### src/rtl/axi4_defs.sv
// axi4_defs: shared AXI4 encodings and fetch FSM state type.
// Imported by axi4_fetch_fifo and axi4_burst_fetch.
package axi4_defs;

  localparam logic [1:0] BURST_INCR  = 2'b01;
  localparam logic [1:0] RESP_OKAY   = 2'b00;
  localparam logic [1:0] RESP_EXOKAY = 2'b01;
  localparam logic [1:0] RESP_SLVERR = 2'b10;
  localparam logic [1:0] RESP_DECERR = 2'b11;
  localparam logic [2:0] SIZE_4B     = 3'b010;
  localparam int         PAGE_BYTES  = 4096;
  localparam int         PAGE_WORDS  = PAGE_BYTES / 4;

  typedef enum logic [1:0] {
    ST_IDLE,
    ST_REQ,
    ST_DRAIN
  } fetch_state_e;

endpackage

### src/rtl/axi4_fetch_fifo.sv
// axi4_fetch_fifo: synchronous first-word-fall-through FIFO.
// Head word is visible on rd_data_o whenever empty_o is low.
module axi4_fetch_fifo
  import axi4_defs::*;
#(
  parameter int WIDTH = 32,
  parameter int DEPTH = 64
) (
  input  logic                     clk_i,
  input  logic                     rst_i,
  input  logic                     wr_en_i,
  input  logic [WIDTH-1:0]         wr_data_i,
  input  logic                     rd_en_i,
  output logic [WIDTH-1:0]         rd_data_o,
  output logic                     empty_o,
  output logic [$clog2(DEPTH):0]   count_o
);

  localparam int PW = (DEPTH > 1) ? $clog2(DEPTH) : 1;
  localparam int CW = $clog2(DEPTH) + 1;

  logic [WIDTH-1:0] mem [DEPTH];
  logic [PW-1:0]    wr_ptr_q;
  logic [PW-1:0]    rd_ptr_q;
  logic [CW-1:0]    cnt_q;
  logic             do_wr;
  logic             do_rd;

  assign do_wr     = wr_en_i && (cnt_q != CW'(DEPTH));
  assign do_rd     = rd_en_i && (cnt_q != '0);
  assign rd_data_o = mem[rd_ptr_q];
  assign empty_o   = (cnt_q == '0);
  assign count_o   = cnt_q;

  // Storage array, no reset needed
  always_ff @(posedge clk_i) begin
    if (do_wr) mem[wr_ptr_q] <= wr_data_i;
  end

  // Pointers and occupancy
  always_ff @(posedge clk_i) begin
    if (rst_i) begin
      wr_ptr_q <= '0;
      rd_ptr_q <= '0;
      cnt_q    <= '0;
    end else begin
      if (do_wr) wr_ptr_q <= wr_ptr_q + PW'(1);
      if (do_rd) rd_ptr_q <= rd_ptr_q + PW'(1);
      cnt_q <= cnt_q + CW'(do_wr) - CW'(do_rd);
    end
  end

endmodule

### src/rtl/axi4_burst_fetch.sv
// axi4_burst_fetch: credit-limited AXI4 INCR read fetcher to word stream.
// Define AXI_FETCH_4K_SPLIT_EN to split bursts at 4KB page boundaries.
module axi4_burst_fetch
  import axi4_defs::*;
#(
  parameter logic [3:0] AXI_ID     = 4'd0,
  parameter int         BURST_LEN  = 16,
  parameter int         FIFO_DEPTH = 64
) (
  input  logic        clk_i,
  input  logic        rst_i,
  input  logic        cmd_valid_i,
  input  logic [31:0] cmd_addr_i,
  input  logic [23:0] cmd_len_i,
  output logic        cmd_ready_o,
  output logic        busy_o,
  output logic        error_o,
  output logic        outport_valid_o,
  output logic [31:0] outport_data_o,
  output logic        outport_last_o,
  input  logic        outport_ready_i,
  output logic        outport_arvalid_o,
  output logic [31:0] outport_araddr_o,
  output logic [3:0]  outport_arid_o,
  output logic [7:0]  outport_arlen_o,
  output logic [1:0]  outport_arburst_o,
  input  logic        outport_arready_i,
  input  logic        outport_rvalid_i,
  input  logic [31:0] outport_rdata_i,
  input  logic [1:0]  outport_rresp_i,
  input  logic [3:0]  outport_rid_i,
  input  logic        outport_rlast_i,
  output logic        outport_rready_o
);

  localparam int CW = $clog2(FIFO_DEPTH) + 1;

  fetch_state_e state_q, state_d;

  logic [31:0] addr_q;
  logic [23:0] remaining_q;
  logic [23:0] out_cnt_q;
  logic [CW-1:0] alloc_q;
  logic [CW-1:0] free_w;
  logic [8:0]  beats_q;
  logic [8:0]  beats_c;
  logic        arvalid_q;
  logic [31:0] araddr_q;
  logic [7:0]  arlen_q;
  logic        error_q;
  logic        cmd_acc;
  logic        ar_hs;
  logic        r_wr;
  logic        pop;
  logic        issue;
  logic        page_cross;
  logic        fifo_empty;
  logic        fifo_full;
  logic [CW-1:0] fifo_cnt;
  logic        unused_ok;

  assign cmd_acc = (state_q == ST_IDLE) && cmd_valid_i;
  assign ar_hs   = arvalid_q && outport_arready_i;
  assign r_wr    = outport_rvalid_i && outport_rready_o;
  assign pop     = outport_valid_o && outport_ready_i;
  assign free_w  = CW'(FIFO_DEPTH) - alloc_q;
  assign issue   = (state_q == ST_REQ) && !arvalid_q &&
                   (remaining_q != '0) &&
                   (32'(free_w) >= 32'(beats_c));

`ifdef AXI_FETCH_4K_SPLIT_EN
  logic [10:0] words_4k;
  assign words_4k   = 11'(PAGE_WORDS) - {1'b0, addr_q[11:2]};
  assign page_cross = 1'b0;
`else
  assign page_cross =
    ({1'b0, addr_q[11:2]} + 11'(beats_c)) > 11'(PAGE_WORDS);
`endif

  // Next burst size from burst cap, remaining words and page room
  always_comb begin
    beats_c = 9'(BURST_LEN);
    if (remaining_q < 24'(BURST_LEN)) beats_c = remaining_q[8:0];
`ifdef AXI_FETCH_4K_SPLIT_EN
    if (words_4k < 11'(beats_c)) beats_c = words_4k[8:0];
`endif
  end

  // State register
  always_ff @(posedge clk_i) begin
    if (rst_i) state_q <= ST_IDLE;
    else       state_q <= state_d;
  end

  // Next-state logic
  always_comb begin
    state_d = state_q;
    unique case (state_q)
      ST_IDLE:
        if (cmd_acc && cmd_len_i != '0) state_d = ST_REQ;
      ST_REQ:
        if (ar_hs && remaining_q == 24'(beats_q)) state_d = ST_DRAIN;
      ST_DRAIN:
        if (pop && out_cnt_q == 24'd1) state_d = ST_IDLE;
      default:
        state_d = ST_IDLE;
    endcase
  end

  // Address, credit, AR channel and error tracking
  always_ff @(posedge clk_i) begin
    if (rst_i) begin
      addr_q      <= '0;
      remaining_q <= '0;
      out_cnt_q   <= '0;
      alloc_q     <= '0;
      beats_q     <= '0;
      arvalid_q   <= 1'b0;
      araddr_q    <= '0;
      arlen_q     <= '0;
      error_q     <= 1'b0;
    end else begin
      if (cmd_acc) begin
        addr_q      <= {cmd_addr_i[31:2], 2'b00};
        remaining_q <= cmd_len_i;
      end else if (ar_hs) begin
        addr_q      <= addr_q + 32'({beats_q, 2'b00});
        remaining_q <= remaining_q - 24'(beats_q);
      end
      if (issue) begin
        arvalid_q <= 1'b1;
        araddr_q  <= addr_q;
        arlen_q   <= 8'(beats_c - 9'd1);
        beats_q   <= beats_c;
      end else if (ar_hs) begin
        arvalid_q <= 1'b0;
      end
      alloc_q <= alloc_q + (ar_hs ? CW'(beats_q) : '0)
                         - (pop ? CW'(1) : '0);
      if (cmd_acc)  out_cnt_q <= cmd_len_i;
      else if (pop) out_cnt_q <= out_cnt_q - 24'd1;
      if (cmd_acc) error_q <= 1'b0;
      else if (r_wr && outport_rresp_i != RESP_OKAY) error_q <= 1'b1;
    end
  end

  axi4_fetch_fifo #(
    .WIDTH (32),
    .DEPTH (FIFO_DEPTH)
  ) u_fifo (
    .clk_i     (clk_i),
    .rst_i     (rst_i),
    .wr_en_i   (r_wr),
    .wr_data_i (outport_rdata_i),
    .rd_en_i   (pop),
    .rd_data_o (outport_data_o),
    .empty_o   (fifo_empty),
    .count_o   (fifo_cnt)
  );

  assign fifo_full         = (fifo_cnt == CW'(FIFO_DEPTH));
  assign cmd_ready_o       = (state_q == ST_IDLE);
  assign busy_o            = (state_q != ST_IDLE);
  assign error_o           = error_q;
  assign outport_valid_o   = !fifo_empty;
  assign outport_last_o    = outport_valid_o && (out_cnt_q == 24'd1);
  assign outport_arvalid_o = arvalid_q;
  assign outport_araddr_o  = araddr_q;
  assign outport_arid_o    = AXI_ID;
  assign outport_arlen_o   = arlen_q;
  assign outport_arburst_o = BURST_INCR;
  assign outport_rready_o  = (state_q != ST_IDLE);
  assign unused_ok = ^{outport_rid_i, outport_rlast_i, cmd_addr_i[1:0]};

  // Conditions that credit and caller alignment rule out
  always_ff @(posedge clk_i) begin
    if (!rst_i) begin
      assert (!(r_wr && fifo_full));
      assert (!(state_q == ST_IDLE && outport_rvalid_i));
      assert (!(issue && page_cross));
    end
  end

endmodule

### config.mk
export PLATFORM = sky130hd
export DESIGN_NAME = axi4_burst_fetch
export DESIGN_NICKNAME = d
export VERILOG_FILES = /design/src/rtl/axi4_defs.sv /design/src/rtl/axi4_fetch_fifo.sv /design/src/rtl/axi4_burst_fetch.sv
export SDC_FILE = /design/constraint.sdc
export NUM_CORES = 2
export LEC_CHECK = 0
export BUFFER_PORTS_ARGS = -buffer_cell sky130_fd_sc_hd__buf_2
export CAP_MARGIN = 30
export CORE_UTILIZATION = 32
export DETAILED_ROUTE_END_ITERATION = 16
export GPL_TIMING_DRIVEN = 0
export PLACE_DENSITY = 0.57
export SYNTH_ARGS = -nofsm -noshare
export SYNTH_HDL_FRONTEND = slang
export SYNTH_SLANG_ARGS = --single-unit
### constraint.sdc
create_clock -name clk_i -period 5.4 [get_ports clk_i]
set_input_delay 0.54 -clock clk_i [delete_from_list [all_inputs] [get_ports clk_i]]
set_output_delay 0.54 -clock clk_i [all_outputs]
set_load 0.01 [all_outputs]
# == Word-level counts from Yosys, hierarchy flattened ==
# Memory sizes are Yosys's and may differ from the RTL's. A register that Yosys moved wholly into a read port is not among the register bits.
# Cells that the tools add are included.
# word_totals
mem_bits_rw,2048
inputBits,101
n_memories,1
output_inout_bits,85
ff_bits,159
word_cells,83
# classes
n_lt_le_gt_ge,2
reduce_logical,28
n_eq_ne,8
n_mux,19
n_addsub,11
# mem_list
name,words,word_bits,rd,rd_clocked_by_memory_dff,wr,line,source
u_fifo.mem,64,32,1,1,1,axi4_fetch_fifo.sv:22,logic [WIDTH-1:0] mem [DEPTH];
# op_table
cell,count
$mux W24,4
$mux W32,2
$reduce_bool A24 Y1,2
$add A32 B11 Y32,1
$eq A24 B1 Y1 const B,1
$eq A24 B9 Y1,1
$lt A24 B5 Y1 const B,1
$sub A24 B1 Y24 const B,1
$sub A24 B9 Y24,1
$logic_and A1 B1 Y1,14
$sub A7 B1 Y7,2
$add A6 B1 Y6 const B,2
$mux W6,2
$reduce_bool A2 Y1,5
$ge A7 B9 Y1,1
$mux W9,1
$sub A8 B1 Y8 const B,1
$add A7 B1 Y7,1
$add A7 B7 Y7,1
$logic_not A7 Y1,1
$mux W7,1
$ne A7 B7 Y1 const B,1
$reduce_bool A7 Y1,1
$sub A7 B7 Y7 const A,1
11 further kinds,19

# == Longest topological paths before layout ==
# logic_depth
depth_word,6
depth_mapped,16
depth_no_buf,16

# == Cells and area by module ==
# From an unflattened synthesis, not the netlist that was laid out.
# unflattened
cells_unflattened,4415
area_unflattened_um2,86515.5
# modules_own_cells
mod,area_each_um2,cells_per_inst,seq_area_each_um2,instances
axi4_fetch_fifo,79007.0,3529,61999.5,1
axi4_burst_fetch,7508.5,886,2722.6,1

# == Worst setup path before layout ==
# OpenSTA, ideal clock, no wires.
# synth_path
kind,reg-to-reg
from,register remaining_q[12]
to,"register araddr_q[23], in the netlist outport_araddr_o[23]"
synth_period_minus_slack_ns,3.386
stages_incl_launch_ff,15
path_buffers,3
arrival_ns,3.258
required_ns,5.272
slack_ns,2.014
setup_ns,0.128
cell_sequence,dfxtp_1 -> or4_4 -> or3_4 -> nor4_4 -> buf_2 -> nand2_1 -> ha_1 -> o21ai_0 -> o21ai_0 -> o211ai_1 -> a221oi_2 -> buf_6 -> buf_6 -> mux2i_1 -> nor2_1
# synth_via
elab_chain_cells,4
elab_cells_between_ends,6
cone_classes,order compare (2); mux (1); reduce/logical (3)
# synth_lines
item,line,source
"start, declared",axi4_burst_fetch.sv:41,logic [23:0] remaining_q;
"start signal, assigned",axi4_burst_fetch.sv:125,remaining_q <= cmd_len_i;
"start signal, assigned",axi4_burst_fetch.sv:128,remaining_q <= remaining_q - 24'(beats_q);
$lt A24 B5 Y1,axi4_burst_fetch.sv:83,if (remaining_q < 24'(BURST_LEN)) beats_c = remaining_q[8:0];
$mux W9,axi4_burst_fetch.sv:83,
$ge A7 B9 Y1,axi4_burst_fetch.sv:69,(32'(free_w) >= 32'(beats_c));
$logic_and A1 B1 Y1 *,axi4_burst_fetch.sv:68,(remaining_q != '0) &&
"end signal, assigned",axi4_burst_fetch.sv:132,araddr_q <= addr_q;
"end, declared",axi4_burst_fetch.sv:48,logic [31:0] araddr_q;
# Every way passes the cells marked *; elsewhere a longest branch is shown, timed or not.
# A chain may end at the register's enable or synchronous reset.

==> results.toml <==
[outcome]
status = "finished clean"

[cts]
cts.clk_slew.worst_paths_ns = 0.06
clockBufferDepth = 3
clock_sinks = 2209
post_cts_buffers = 0
cts_tree = "built"
cts_buffers = 219
cts-root-buf = "clkbuf_16"
clock_latency_ns = 0.91
cts.htree.levels = 4

[setup_path]
path_buf_inv = 6
crit_chain = "buf_6, clkbuf_4, buf_16, clkbuf_1, buf_8, mux4_2, o21ai_2, nand4_1, a221o_1, buf_2"
cp_max_fo = 10
crit_family = "buffers and inverters"
crit_slowest_cell = "nand4_1"
critPathKind = "flop to primary output"
critPathCaptureType = "primary output"
crit_path_start_kind = "flop"
cp_data_required_time_ns = 4.86
worstPathArrival_ns = 4.81
crit_path_max_incr_delay_ns = 0.71

[synthesis]
synth_largest_area_cell = "edfxtp_1"
synth_top_area_share_pct = 71.28
synth_most_common_cell = "edfxtp_1"
ys_seq_area_share_pct = 75.02
ys_warn_count = 0
synth_cell_type_count = 73
synthTopCellsByCount = "edfxtp_1 (2,048), mux4_2 (430), mux2i_1 (242)"
syn_area_um2 = 86270
ys_seq_elements = 2209
synthFlopType = "edfxtp_1"
synth_cells = 4425
synth_edf_count = 2048
syn_area_per_cell_um2 = 19.50
synth_area_leaders = "edfxtp_1 (71%), mux4_2 (11%), dfxtp_1 (3.7%)"
async_flop_share_pct = 0

[sta]
hold_viol = 0
slew_headroom_pct = 29.00
rsz0062_at_grt = "false"
tightest_slew_ns = 1.062
finalCritPeriodShare_pct = 99.10
period_needed_ns = 5.351
hold_ws_ns = 0.07697
max_freq_mhz = 186.9
slew_violations = 0
clock_skew_ns = 0.1302
setup_violations = 0
fin_ws_ns = 0.04874

[route]
antenna_left = 0
first_iter_violations = 5645
routed-via-count = 46651
drt-total-wl_mm = 253.4
firstDrtPassIters = 5
drc = 0
wire_per_inst_um = 28.95
routed_via_density = 5.331

[layout]
fin_nets = 5165
drive_gt1_share_pct = 24.45
finish.instance_area_um2 = 102600
syn_to_final_growth_pct = 18.98

[power_and_ir_drop]
power.leakage_nw = 31.59
power-per-cell-area_nw_per_um2 = 395.5
totalPowerFinal_mw = 40.59
irDropWorstVdd_uv = 365.0

[place]
dp_slack_ns = -0.8080
dpl_cell_area_um2 = 94860
portBuffers = 169
hpwl_mm = 174.3
globalplace.congestion = 0.8564

[global_routing]
antenna_found_initial = 36
grt_overflow = 0
grt_usage_pct = 18.38
grt_max_degree = 65
grt_pass1_vias = 46330
grt_first_pass_wirelength_mm = 353.6

[die]
ios = 186
initial_core_util_pct = 32.20
die-width_um = 521.2
core-area_um2 = 267900
die_area_um2 = 271700
placementRows = 190
fp.dieH_um = 521.2

[run]
drv_cap = 0

[min_path]
hold_path.class = "input pin to flop"
==> repair_timing <==
item                       in CTS  in global routing
hold buffers                   37                  1
resized for setup              81                 33
pin swaps                       6                  4
hold endpoints to repair       54                  1
setup endpoints to repair      32                 19
==> metrics by stage <==
| stage | cells | utilization (%) | TNS, ns |
|---|---|---|---|
| after detailed placement | 8299 | 35.41 | -12.70 |
| after CTS | 8740 | 38.25 | -0.008076 |
| after global placement | 8154 | 34.19 | -341.61 |
| after floorplan | 4433 | - | 0 |
| after global routing | 8748 | 38.31 | 0 |
| final | 8751 | 38.31 | 0 |
==> cell families (layout without fill, tap and decap cells) <==
logic type               count (synthesis)  after routing  synth area share [%]
other                                    2             15              0.008705
multiplexers                           675            675                 14.08
buffers and inverters                  311           1072                 1.510
XOR/XNOR                                82             82                0.8325
adder cells (fa/ha/maj)                 56             56                0.8470
AO/OA/AOI/OAI                          531            531                 4.509
flip-flops                            2209           2209                 75.02
AND/OR/NAND/NOR                        559            559                 3.196
==> flip-flops by register name, indices dropped and copies added, names as in the netlist, named ones only <==
register / flops
u_fifo.mem: 2048
addr_q: 30
outport_araddr_o: 30
out_cnt_q: 24
remaining_q: 24
beats_q: 9
outport_arlen_o: 8
alloc_q: 7
u_fifo.count_o: 7
u_fifo.rd_ptr_q: 6
u_fifo.wr_ptr_q: 6
state_q: 2
error_o: 1
outport_arvalid_o: 1
==> layout make-up <==
class / instances / area (um2)
diodes: 5 / 12.51
plain buffers: 248 / 1186
clock buffers: 278 / 5752
clock inverters: 129 / 1310
fillers: 24172 / 165300
inverters: 60 / 226.5
multi-input cells: 1913 / 20900
flip-flops and latches: 2209 / 64730
well taps: 3552 / 4444
repair buffers: 357 / 4083
==> cell usage in the layout (no fill, tap or decap), types with 35 or more instances in the layout <==
cell	count
clkbuf_2	35
dfxtp_1	159
nor2b_1	43
clkbuf_16	219
dlygate4sd3_1	38
buf_12	61
nand3_1	56
mux2i_1	242
ha_1	52
clkbuf_1	169
clkinv_2	35
a211oi_1	47
nor2_1	125
xnor2_1	43
buf_16	40
buf_1	36
xor2_1	39
nor2_4	65
clkinv_1	54
a21oi_1	72
a22oi_1	178
edfxtp_1	2048
nand2_1	104
buf_2	210
mux4_2	430
inv_1	58
==> final timing paths <==
| path | cells past startpoint | to | from | slack, ns |
|---|---|---|---|---|
| max | 10 | outport_data_o[13] | flop | 0.05 |
| min | 3 | remaining_q[21] | cmd_len_i[21] | 0.08 |
| max reg2reg | 16 | alloc_q[6] | u_fifo.count_o[5] | 1.21 |
| min reg2reg | 1 | outport_arlen_o[7] | outport_arlen_o[7] | 0.46 |
==> tightest hold or removal path, stage by stage <==
cell	delay, ns
buf_2	0.09
o21bai_1	0.11
a21oi_1	0.13
==> layer usage <==
layer | GRT usage, % | wire (um) | vias up
met1 | 24.61 | 102700 | 24827
met2 | 29.70 | 121200 | 1982
met5 | 0 | 93 | -
met3 | 3.884 | 21270 | 407
li1 | - | - | 19419
met4 | 6.145 | 8076 | 16
==> report_power, final <==
group          switching, mW  internal [mW]
clock network           6.70           8.30
registers              0.159           18.9
logic                   3.76           2.82
total                   10.6           30.0
Note: power is estimated with default switching activity, not from simulation.
